==> src/rtl/dual_path_pc_ctrl.sv <==
// dual_path_pc_ctrl
//   Fetch-side PC controller for the dual-issue, dual-path core. Holds the
//   fetch PC of the taken (t) and not-taken (n) pipes, forks them when decode
//   reports a branch, and re-converges them on branch-control redirects.
//
//   State table
//     SINGLE | both pipes follow the same control path; forks are accepted
//     FORKED | pipes on divergent paths; forks ignored until a redirect
//
// Ports
//   clk           clock
//   rst           asynchronous reset, active-low
//   stall         global fetch stall, holds both PCs
//   fork_req      decode holds a branch (sampled only when stall = 0)
//   fork_bta      branch target of the decode branch
//   correct_en_t  redirect the t pipe to correction_t
//   correct_en_n  redirect the n pipe to correction_n
//   pc_t, pc_n    registered fetch PCs
//   forked        1 while in FORKED
//   fork_cnt      accepted forks, saturating
//   corr_cnt      cycles with any redirect, saturating
//   err           sticky: both redirects in the same cycle
module dual_path_pc_ctrl #(
  parameter int unsigned PC_W     = 10,
  parameter int unsigned RESET_PC = 0,
  parameter int unsigned CNT_W    = 16
) (
  input  logic             clk,
  input  logic             rst,
  input  logic             stall,
  input  logic             fork_req,
  input  logic [PC_W-1:0]  fork_bta,
  input  logic             correct_en_t,
  input  logic [PC_W-1:0]  correction_t,
  input  logic             correct_en_n,
  input  logic [PC_W-1:0]  correction_n,
  output logic [PC_W-1:0]  pc_t,
  output logic [PC_W-1:0]  pc_n,
  output logic             forked,
  output logic [CNT_W-1:0] fork_cnt,
  output logic [CNT_W-1:0] corr_cnt,
  output logic             err
);

  typedef enum logic {
    SINGLE = 1'b0,
    FORKED = 1'b1
  } state_t;

  localparam logic [PC_W-1:0] PC_INC   = PC_W'(2);
  localparam logic [PC_W-1:0] PC_RESET = PC_W'(RESET_PC);

  state_t            state, state_nxt;
  logic [PC_W-1:0]   pc_t_nxt, pc_n_nxt;
  logic              any_corr;
  logic              fork_take;

  always_ff @(posedge clk or negedge rst) begin
    if (!rst) begin
      state    <= SINGLE;
      pc_t     <= PC_RESET;
      pc_n     <= PC_RESET;
      fork_cnt <= '0;
      corr_cnt <= '0;
      err      <= 1'b0;
    end else begin
      state <= state_nxt;
      pc_t  <= pc_t_nxt;
      pc_n  <= pc_n_nxt;
      if (fork_take && (fork_cnt != '1)) fork_cnt <= fork_cnt + 1'b1;
      if (any_corr && (corr_cnt != '1)) corr_cnt <= corr_cnt + 1'b1;
      if (correct_en_t && correct_en_n) err <= 1'b1;
    end
  end

  always_comb begin
    state_nxt = state;
    any_corr  = correct_en_t | correct_en_n;
    // A redirect in the same cycle kills the fork outright.
    fork_take = (state == SINGLE) && fork_req && !stall && !any_corr;

    pc_t_nxt = stall ? pc_t : pc_t + PC_INC;
    pc_n_nxt = stall ? pc_n : pc_n + PC_INC;

    if (correct_en_t)   pc_t_nxt = correction_t;
    else if (fork_take) pc_t_nxt = fork_bta;

    // The n pipe takes the fall-through on a fork, which is its +2 path.
    if (correct_en_n)   pc_n_nxt = correction_n;

    if (any_corr)       state_nxt = SINGLE;
    else if (fork_take) state_nxt = FORKED;
  end

  assign forked = (state == FORKED);

endmodule

==> config.mk <==
export PLATFORM = sky130hd
export DESIGN_NAME = dual_path_pc_ctrl
export DESIGN_NICKNAME = d
export VERILOG_FILES = /design/src/rtl/dual_path_pc_ctrl.sv
export SDC_FILE = /design/constraint.sdc
export NUM_CORES = 1
export LEC_CHECK = 0
export ABC_AREA = 1
export BUFFER_PORTS_ARGS = -buffer_cell sky130_fd_sc_hd__buf_2
export CORE_MARGIN = 3
export CORE_UTILIZATION = 45
export DETAILED_ROUTE_END_ITERATION = 12
export MAX_ROUTING_LAYER = met4
export PLACE_DENSITY = 0.69
export SLEW_MARGIN = 0
export SYNTH_ARGS = -nofsm -noshare
export SYNTH_HDL_FRONTEND = slang
export SYNTH_SLANG_ARGS = --single-unit
==> constraint.sdc <==
create_clock -name clk -period 1.95 [get_ports clk]
set_input_delay 0.0975 -clock clk [delete_from_list [all_inputs] [get_ports clk]]
set_output_delay 0.0975 -clock clk [all_outputs]
set_load 0.02 [all_outputs]
==> Yosys cells after proc, flatten, opt, wreduce, memory -nomap -nowiden <==
Index checks and enable logic that the tools add are counted.
{ "totals": {"register_bits": 54, "input_bits": 36, "output_inout_bits": 54, "elab_cells": 32} }
{ "classes": {"n_addsub": 4, "eq_ne": 4, "mux": 7, "bitwise_logic": 2, "reduce_logical": 9} }
{ "op_table": {"columns": ["operator", "count"], "rows": [
  ["$mux W10", 5],
  ["$add A16 B1 Y16 const B", 2],
  ["$ne A16 B16 Y1 const B", 2],
  ["$add A10 B2 Y10 const B", 2],
  ["$logic_and A1 B1 Y1", 6],
  ["$ne A3 B1 Y1 const B", 1],
  ["$logic_not A1 Y1", 2],
  ["$mux W1", 2],
  ["$ne A2 B1 Y1 const B", 1],
  ["$reduce_bool A2 Y1", 1],
  ["$not A1 Y1", 1],
  ["$or A1 B1 Y1", 1]
]} }

==> Logic depth before layout (Yosys ltp) <==
Gate-level depths: netlist of run 1.
{ "depth": {"word_depth": 6, "ltp_mapped": 11, "ltp_nobuf": 10} }

==> Least setup slack after synthesis of run 1 <==
Ideal clock, no wire load.
{ "synth_timing": {"kind": "reg-to-reg", "from": "reg fork_cnt[0]", "to": "reg fork_cnt[12]", "setup_time_ps": 118, "arrival_ps": 1530, "required_ps": 1832, "slack_ps": 302, "path_stages_with_launch": 10, "n_path_buf": 1, "period_less_slack_ps": 1648, "cell_sequence": "dfrtp_1 ha_1 inv_2 nor2_4 nand2_4 nor2_4 nor2_4 buf_6 nand2_2 o21ai_2"} }
{ "synth_between": {"elab_chain_len": 2, "word_cells_on_any_way": 3, "classes_between": "1 x add/sub; 1 x eq/ne; 1 x reduce/logical"} }
{ "synth_rtl": {"columns": ["element", "line_no", "source"], "rows": [
  ["start, declared", "40", "output logic [CNT_W-1:0] fork_cnt,"],
  ["start signal, assigned", "70", "if (fork_take && (fork_cnt != '1)) fork_cnt <= fork_cnt + 1'b1;"],
  ["parallel branches: the longest is 2 deep, another holds $add A16 B1 Y16", null, null]
]} }
Parallel ways; which one is timed is not known.
A chain may end at the register's enable or synchronous reset.

==> Final worst setup path of run 1 <==
{ "layout_timing": {"from": "reg state (netlist: forked)", "to": "reg pc_t[0]"} }
{ "layout_between": {"elab_chain_len": 6, "word_cells_on_any_way": 7, "classes_between": "1 x eq/ne; 2 x mux; 1 x bitwise; 3 x reduce/logical"} }
{ "layout_rtl": {"columns": ["element", "line_no", "source"], "rows": [
  ["start, declared", "53", "state_t state, state_nxt;"],
  ["start signal, assigned", "67", "state <= state_nxt;"],
  ["$not A1 Y1 *", "80", "fork_take = (state == SINGLE) && fork_req && !stall && !any_corr;"],
  ["$logic_and A1 B1 Y1 * (3 in series)", "80", null],
  ["$mux W10", "86", "else if (fork_take) pc_t_nxt = fork_bta;"],
  ["$mux W10", "85", "if (correct_en_t) pc_t_nxt = correction_t;"],
  ["end signal, assigned", "68", "pc_t <= pc_t_nxt;"],
  ["end, declared", "37", "output logic [PC_W-1:0] pc_t,"]
]} }
Every way passes the cells marked *; elsewhere a longest branch is shown, timed or not.

==> flow_summary.json, run 1 <==
{
  "hold_viol": 0,
  "synth-main-ff-cell": "dfrtp_1",
  "preCtsSetupSlack_ns": 0.0898,
  "arrival_ns": 1.90,
  "powerDensity_nw_per_um2": 753,
  "ir_worst_vdd_mv": 0.476,
  "slew_headroom_pct": 66.3,
  "yosys.cell_types.count": 32,
  "post_cts_buffers": 0,
  "intPower_mw": 1.93,
  "grt_pass1_vias": 3028,
  "seq_area_frac_synth_pct": 38.1,
  "p_leak_nw": 2.22,
  "yosys-top-cells-area": "dfrtp_1 (38%), nand2_1 (20%), nand3_1 (5.2%)",
  "antenna_found_initial": 0,
  "cts-root-buf": "clkbuf_8",
  "power.share.sequential_pct": 47.8,
  "clk_latency_ns": 0.31,
  "placeableCoreArea_um2": 7450,
  "routed_via_density": 4.95,
  "grt_max_degree": 28,
  "clkTransAtPathRegs_ns": 0.10,
  "pin_count": 90,
  "syn2layout_area_growth_pct": 20.0,
  "synth_area_um2": 3540,
  "drive_above_1_share_pct": 25.5,
  "synth_area_leader_cell": "dfrtp_1",
  "gr-usage-all-layers_pct": 19.8,
  "cts_tree": "built",
  "finalSetupViolations": 0,
  "worst_pin_slew_ns": 0.504,
  "start_util_pct": 47.6,
  "post-dp-hpwl_um": 6450,
  "drt-initial-drc-count": 85,
  "fin_crit_ns": 1.71,
  "grt_pass1_wl_um": 13900,
  "place_area_um2": 4090,
  "h-tree-depth": 2,
  "die-height_um": 94.7,
  "drc_errors": 0,
  "yosysMostFrequentCell": "nand2_1",
  "syn_nets": 539,
  "dieArea_um2": 8970,
  "rsz0062_at_grt": "false",
  "swShare_pct": 39.7,
  "vias": 3455,
  "ant_nets": 0,
  "yosysWarnings": 0,
  "combinationalPowerShare_pct": 33.2,
  "post-route-cell-area_um2": 4250,
  "drv_cap": 0,
  "async_flop_share_pct": 100,
  "diodes": 0,
  "clockBufferDepth": 2,
  "clock-sinks": 54,
  "fin_skew_ns": 0.0125,
  "synth_common_cells": "nand2_1 (190), dfrtp_1 (54), inv_1 (49)",
  "power_switching_mw": 1.27,
  "stdcell_count": 698,
  "final_core_util_pct": 57.1,
  "start_kind": "register",
  "ys_ff_latch": 54,
  "numPortBuffers": 89,
  "fmax_ghz": 0.586,
  "crit_path_max_fanout": 16,
  "cp.required_ns": 2.14,
  "setup_slack_ns": 0.242,
  "clockPowerShare_pct": 19.0,
  "wl_per_cell_um": 12.4,
  "firstDrtPassIters": 5,
  "cp-end-kind": "register",
  "power.total_mw": 3.20,
  "timing.hold.ws_ns": 0.0118,
  "fp-row-count": 31,
  "routed_wl_um": 8630,
  "status": "finished clean",
  "finalCritPeriodShare_pct": 87.6,
  "syn_area_per_cell_um2": 7.10,
  "fin_setup_tns_ns": 0,
  "overflow": 0,
  "hold_path.class": "in2reg",
  "layout.nets": 639,
  "place.gp.congestion": 0.893,
  "synth_edf_count": 0,
  "dp.cells": 683,
  "synth_top_cell_area_share_pct": 38.1,
  "finalMaxSlewViolations": 0,
  "crit_type": "reg2reg",
  "cts-buffers-inserted": 5,
  "synthCells": 499,
  "die-width_um": 94.7
}
==> state kept, by name, summed over array words and instances, names as in the netlist <==
signal	count
corr_cnt	16
fork_cnt	16
pc_n	10
pc_t	10
err	1
forked	1
==> what timing repair did <==
item,4_1_cts,5_1_grt
setup endpoints to repair,0,4
gates resized for setup,0,1
hold buffers,7,0
endpoints found under the hold margin,18,0
==> cells by family (layout without fill, tap and decap cells) <==
| family | after synthesis | count (layout) | share of synthesized area (%) |
|---|---|---|---|
| compound gates | 44 | 44 | 7.91 |
| flops | 54 | 54 | 38.1 |
| simple gates | 316 | 317 | 40.5 |
| xor+xnor | 17 | 17 | 4.20 |
| fa+ha+maj | 4 | 4 | 1.41 |
| buf+inv | 64 | 163 | 7.81 |
==> layer usage <==
| layer | share of wire [%] | track usage, % | vias up |
|---|---|---|---|
| met5 | 0 | - | - |
| met4 | 1.2 | 5.41 | 0 |
| met3 | 4.6 | 2.79 | 9 |
| met2 | 49 | 33.5 | 85 |
| met1 | 45 | 24.7 | 1598 |
| li1 | - | - | 1763 |
==> critical path: stages, from the launching register on <==
cell and delay [ns]:
dfrtp_1 0.38, inv_1 0.11, nand4_4 0.17, buf_4 0.23, nand3_1 0.08, nand3_1 0.06, dlygate4sd3_1 0.57
==> power by group through the flow <==
stage | clock network, mW | registers [mW] | logic [mW]
floorplan | 0 | 1.71 | 0.523
global placement | 0 | 1.54 | 1.04
detailed placement | 0 | 1.55 | 1.06
CTS | 0.650 | 1.53 | 1.07
global route | 0.687 | 1.56 | 1.18
finish | 0.609 | 1.53 | 1.06
==> final cells by class <==
| cell class | instances | area (um^2) |
|---|---|---|
| Inverter | 57 | 218 |
| Fill cell | 772 | 3200 |
| Timing Repair Buffer | 99 | 551 |
| Tap cell | 99 | 124 |
| Sequential cell | 54 | 1350 |
| Clock inverter | 1 | 7.51 |
| Clock buffer | 6 | 72.6 |
| Multi-Input combinational cell | 382 | 1930 |
==> cell usage in the layout, fill, tap and decap left out, types with 6 or more instances in the layout <==
| master | instances |
|---|---|
| buf_2 | 89 |
| xnor2_1 | 11 |
| nand4_1 | 14 |
| nand2_1 | 190 |
| nor2_1 | 37 |
| o21ai_0 | 20 |
| nand3_1 | 37 |
| nand2_2 | 21 |
| dfrtp_1 | 54 |
| o21ai_2 | 8 |
| xor2_1 | 6 |
| inv_1 | 49 |
| dlygate4sd3_1 | 7 |
| nor2_4 | 7 |
==> path summary, 6_finish.rpt <==
path                            cells after the start                 from  slack [ns]                        to
worst max-delay path                                6   forked$_DFFE_PN0P_        0.24       pc_t[0]$_DFFE_PN0P_
worst min-delay path                                3      correction_n[2]        0.01       pc_n[2]$_DFFE_PN0N_
worst max register to register                      6   forked$_DFFE_PN0P_        0.24       pc_t[0]$_DFFE_PN0P_
worst min register to register                      2  pc_n[0]$_DFFE_PN0P_        0.48       pc_n[0]$_DFFE_PN0P_
max in group asynchronous                           3                  rst        1.16  fork_cnt[14]$_DFFE_PN0P_
min in group asynchronous                           2                  rst        0.23   corr_cnt[0]$_DFFE_PN0P_
No activity file was read; power rests on OpenSTA's default activity.
==> run 2, diff against run 1 <==
HOLD_SLACK_MARGIN = 0.15   (was unset)
==> flow_summary.json, run 2 (synthesis gave the netlist of run 1 again) <==
{
  "status": "finished clean",
  "finalCritPeriodShare_pct": 95.3,
  "drv_cap": 0,
  "drt-initial-drc-count": 73,
  "fin_crit_ns": 1.86,
  "wl_per_cell_um": 12.2,
  "slew_headroom_pct": 55.3,
  "cts-root-buf": "clkbuf_8",
  "overflow": 0,
  "placeableCoreArea_um2": 7450,
  "ant_nets": 0,
  "antenna_found_initial": 0,
  "numPortBuffers": 89,
  "mostFrequentLayoutCell": "nand2_1",
  "start_util_pct": 47.6,
  "crit_path_start": "fork_req",
  "clock-sinks": 54,
  "grt_max_degree": 28,
  "p_leak_nw": 2.36,
  "rr_worst_depth": 7,
  "firstDrtPassIters": 4,
  "fmax_ghz": 0.538,
  "hold_path.class": "in2reg",
  "fin_skew_ns": 0.0115,
  "stdcell_count": 730,
  "grt_pass1_vias": 3221,
  "clk_latency_ns": 0.31,
  "finalMaxSlewViolations": 0,
  "fillCellCount": 728,
  "diodes": 0,
  "cp.buffers_inverters": 4,
  "min_from": "correct_en_n",
  "clockBufferDepth": 2,
  "clkTransAtPathRegs_ns": 0.10,
  "preCtsSetupSlack_ns": 0.0898,
  "h-tree-depth": 2,
  "drive_above_1_share_pct": 25.2,
  "reg2reg_setup_slack_ns": 0.11,
  "routed_wl_um": 8900,
  "routed_via_density": 4.86,
  "final_core_util_pct": 61.5,
  "rr_endpoint": "pc_t[7]$_DFFE_PN0P_",
  "cts_tree": "built",
  "vias": 3549,
  "grt_pass1_wl_um": 14500,
  "setup_slack_ns": 0.0926,
  "cp_top_family": "buffers and inverters",
  "reg2reg_from": "forked$_DFFE_PN0P_",
  "drc_errors": 0,
  "syn2layout_area_growth_pct": 29.2,
  "cp_num_cells": 8,
  "crit_path_max_fanout": 14,
  "crit_type": "in2reg",
  "cp-end-kind": "register",
  "post-dp-hpwl_um": 6450,
  "cts-buffers-inserted": 5,
  "hold_viol": 0,
  "crit_slowest_cell": "dlygate4sd3_1",
  "dieArea_um2": 8970,
  "finalSetupViolations": 0,
  "dp.cells": 683,
  "place.gp.congestion": 0.893,
  "path_common_cell": "dlygate4sd3_1",
  "start_kind": "primary input",
  "power.total_mw": 3.28,
  "arrival_ns": 2.06,
  "powerDensity_nw_per_um2": 717,
  "gr-usage-all-layers_pct": 20.6,
  "worst_pin_slew_ns": 0.670,
  "layout.nets": 671,
  "cpPeakStageDelay_ns": 0.55,
  "top_regs": "corr_cnt x16, fork_cnt x16",
  "die-height_um": 94.7,
  "timing.hold.ws_ns": 0.170,
  "final_cell_mix": "nand2_1 (190), buf_2 (89), dfrtp_1 (53)",
  "cp.required_ns": 2.15,
  "fp-row-count": 31,
  "pin_count": 90,
  "crit_end": "pc_t[7]$_DFFE_PN0P_",
  "path_cells": "dlygate4sd3_1 -> buf_2 -> nand4_4 -> buf_8 -> or2_2 -> nand3_1 -> nand2_1 -> dlygate4sd3_1",
  "die-width_um": 94.7,
  "ir_worst_vdd_mv": 0.450
}
[run 2: worst reg2reg max path, cell delays in order (launching register included)]
cell	delay, ns
dfrtp_1	0.39
inv_2	0.08
nand4_4	0.12
buf_8	0.18
or2_2	0.28
nand3_1	0.09
nand2_1	0.06
dlygate4sd3_1	0.55
[run 2: how the worst min path moves through the flow]
stage | end | slack [ns] | cells past startpoint
6_report | pc_n[1]$_DFFE_PN0N_ | 0.17 | 3
5_1_grt | pc_n[9]$_DFFE_PN0N_ | 0.17 | 3
4_1_cts | pc_n[1]$_DFFE_PN0N_ | 0.16 | 3
3_5_place_dp | corr_cnt[0]$_DFFE_PN0P_ | 0.04 | 1
3_3_place_gp | corr_cnt[0]$_DFFE_PN0P_ | 0.03 | 1
2_1_floorplan | corr_cnt[0]$_DFFE_PN0P_ | -0.20 | 0
[run 2: through the flow]
stage / area (um^2) / TNS, ns
2_1_floorplan: 3540 / 0
3_3_place_gp: 4090 / 0
3_5_place_dp: 4090 / 0
4_1_cts: 4540 / 0
5_1_grt: 4580 / -0.00245
6_report: 4580 / 0
[run 2: final cells by class]
type / count / area (um^2) / share of cell area (%)
clock inverters: 1 / 7.51 / 0.164
repair buffers: 132 / 881 / 19.2
flip-flops and latches: 54 / 1350 / 29.6
inverters: 57 / 218 / 4.76
well taps: 99 / 124 / 2.71
clock buffers: 6 / 72.6 / 1.59
multi-input cells: 381 / 1920 / 42.0
[run 2: metal layers]
metal,vias up,GRT usage [%],part of all wire [%],wire (um)
li1,1828,-,-,-
met2,79,35.6,50,4440
met1,1632,25.1,44,3940
met3,10,3.03,4.7,415
met4,0,5.77,1.1,99
met5,-,-,0,0
[run 2: timing repair]
item | CTS | global route
resized for setup | 0 | 6
hold endpoints to repair | 75 | 0
endpoints found under the setup margin | 0 | 8
buffers inserted | 0 | 3
hold buffers | 37 | 0
[run 2: report_power, final]
group	total, mW	switching [mW]	leakage, nW	internal, mW
clock network	0.614	0.367	0.0373	0.248
logic	1.14	0.678	1.64	0.462
registers	1.53	0.244	0.676	1.28
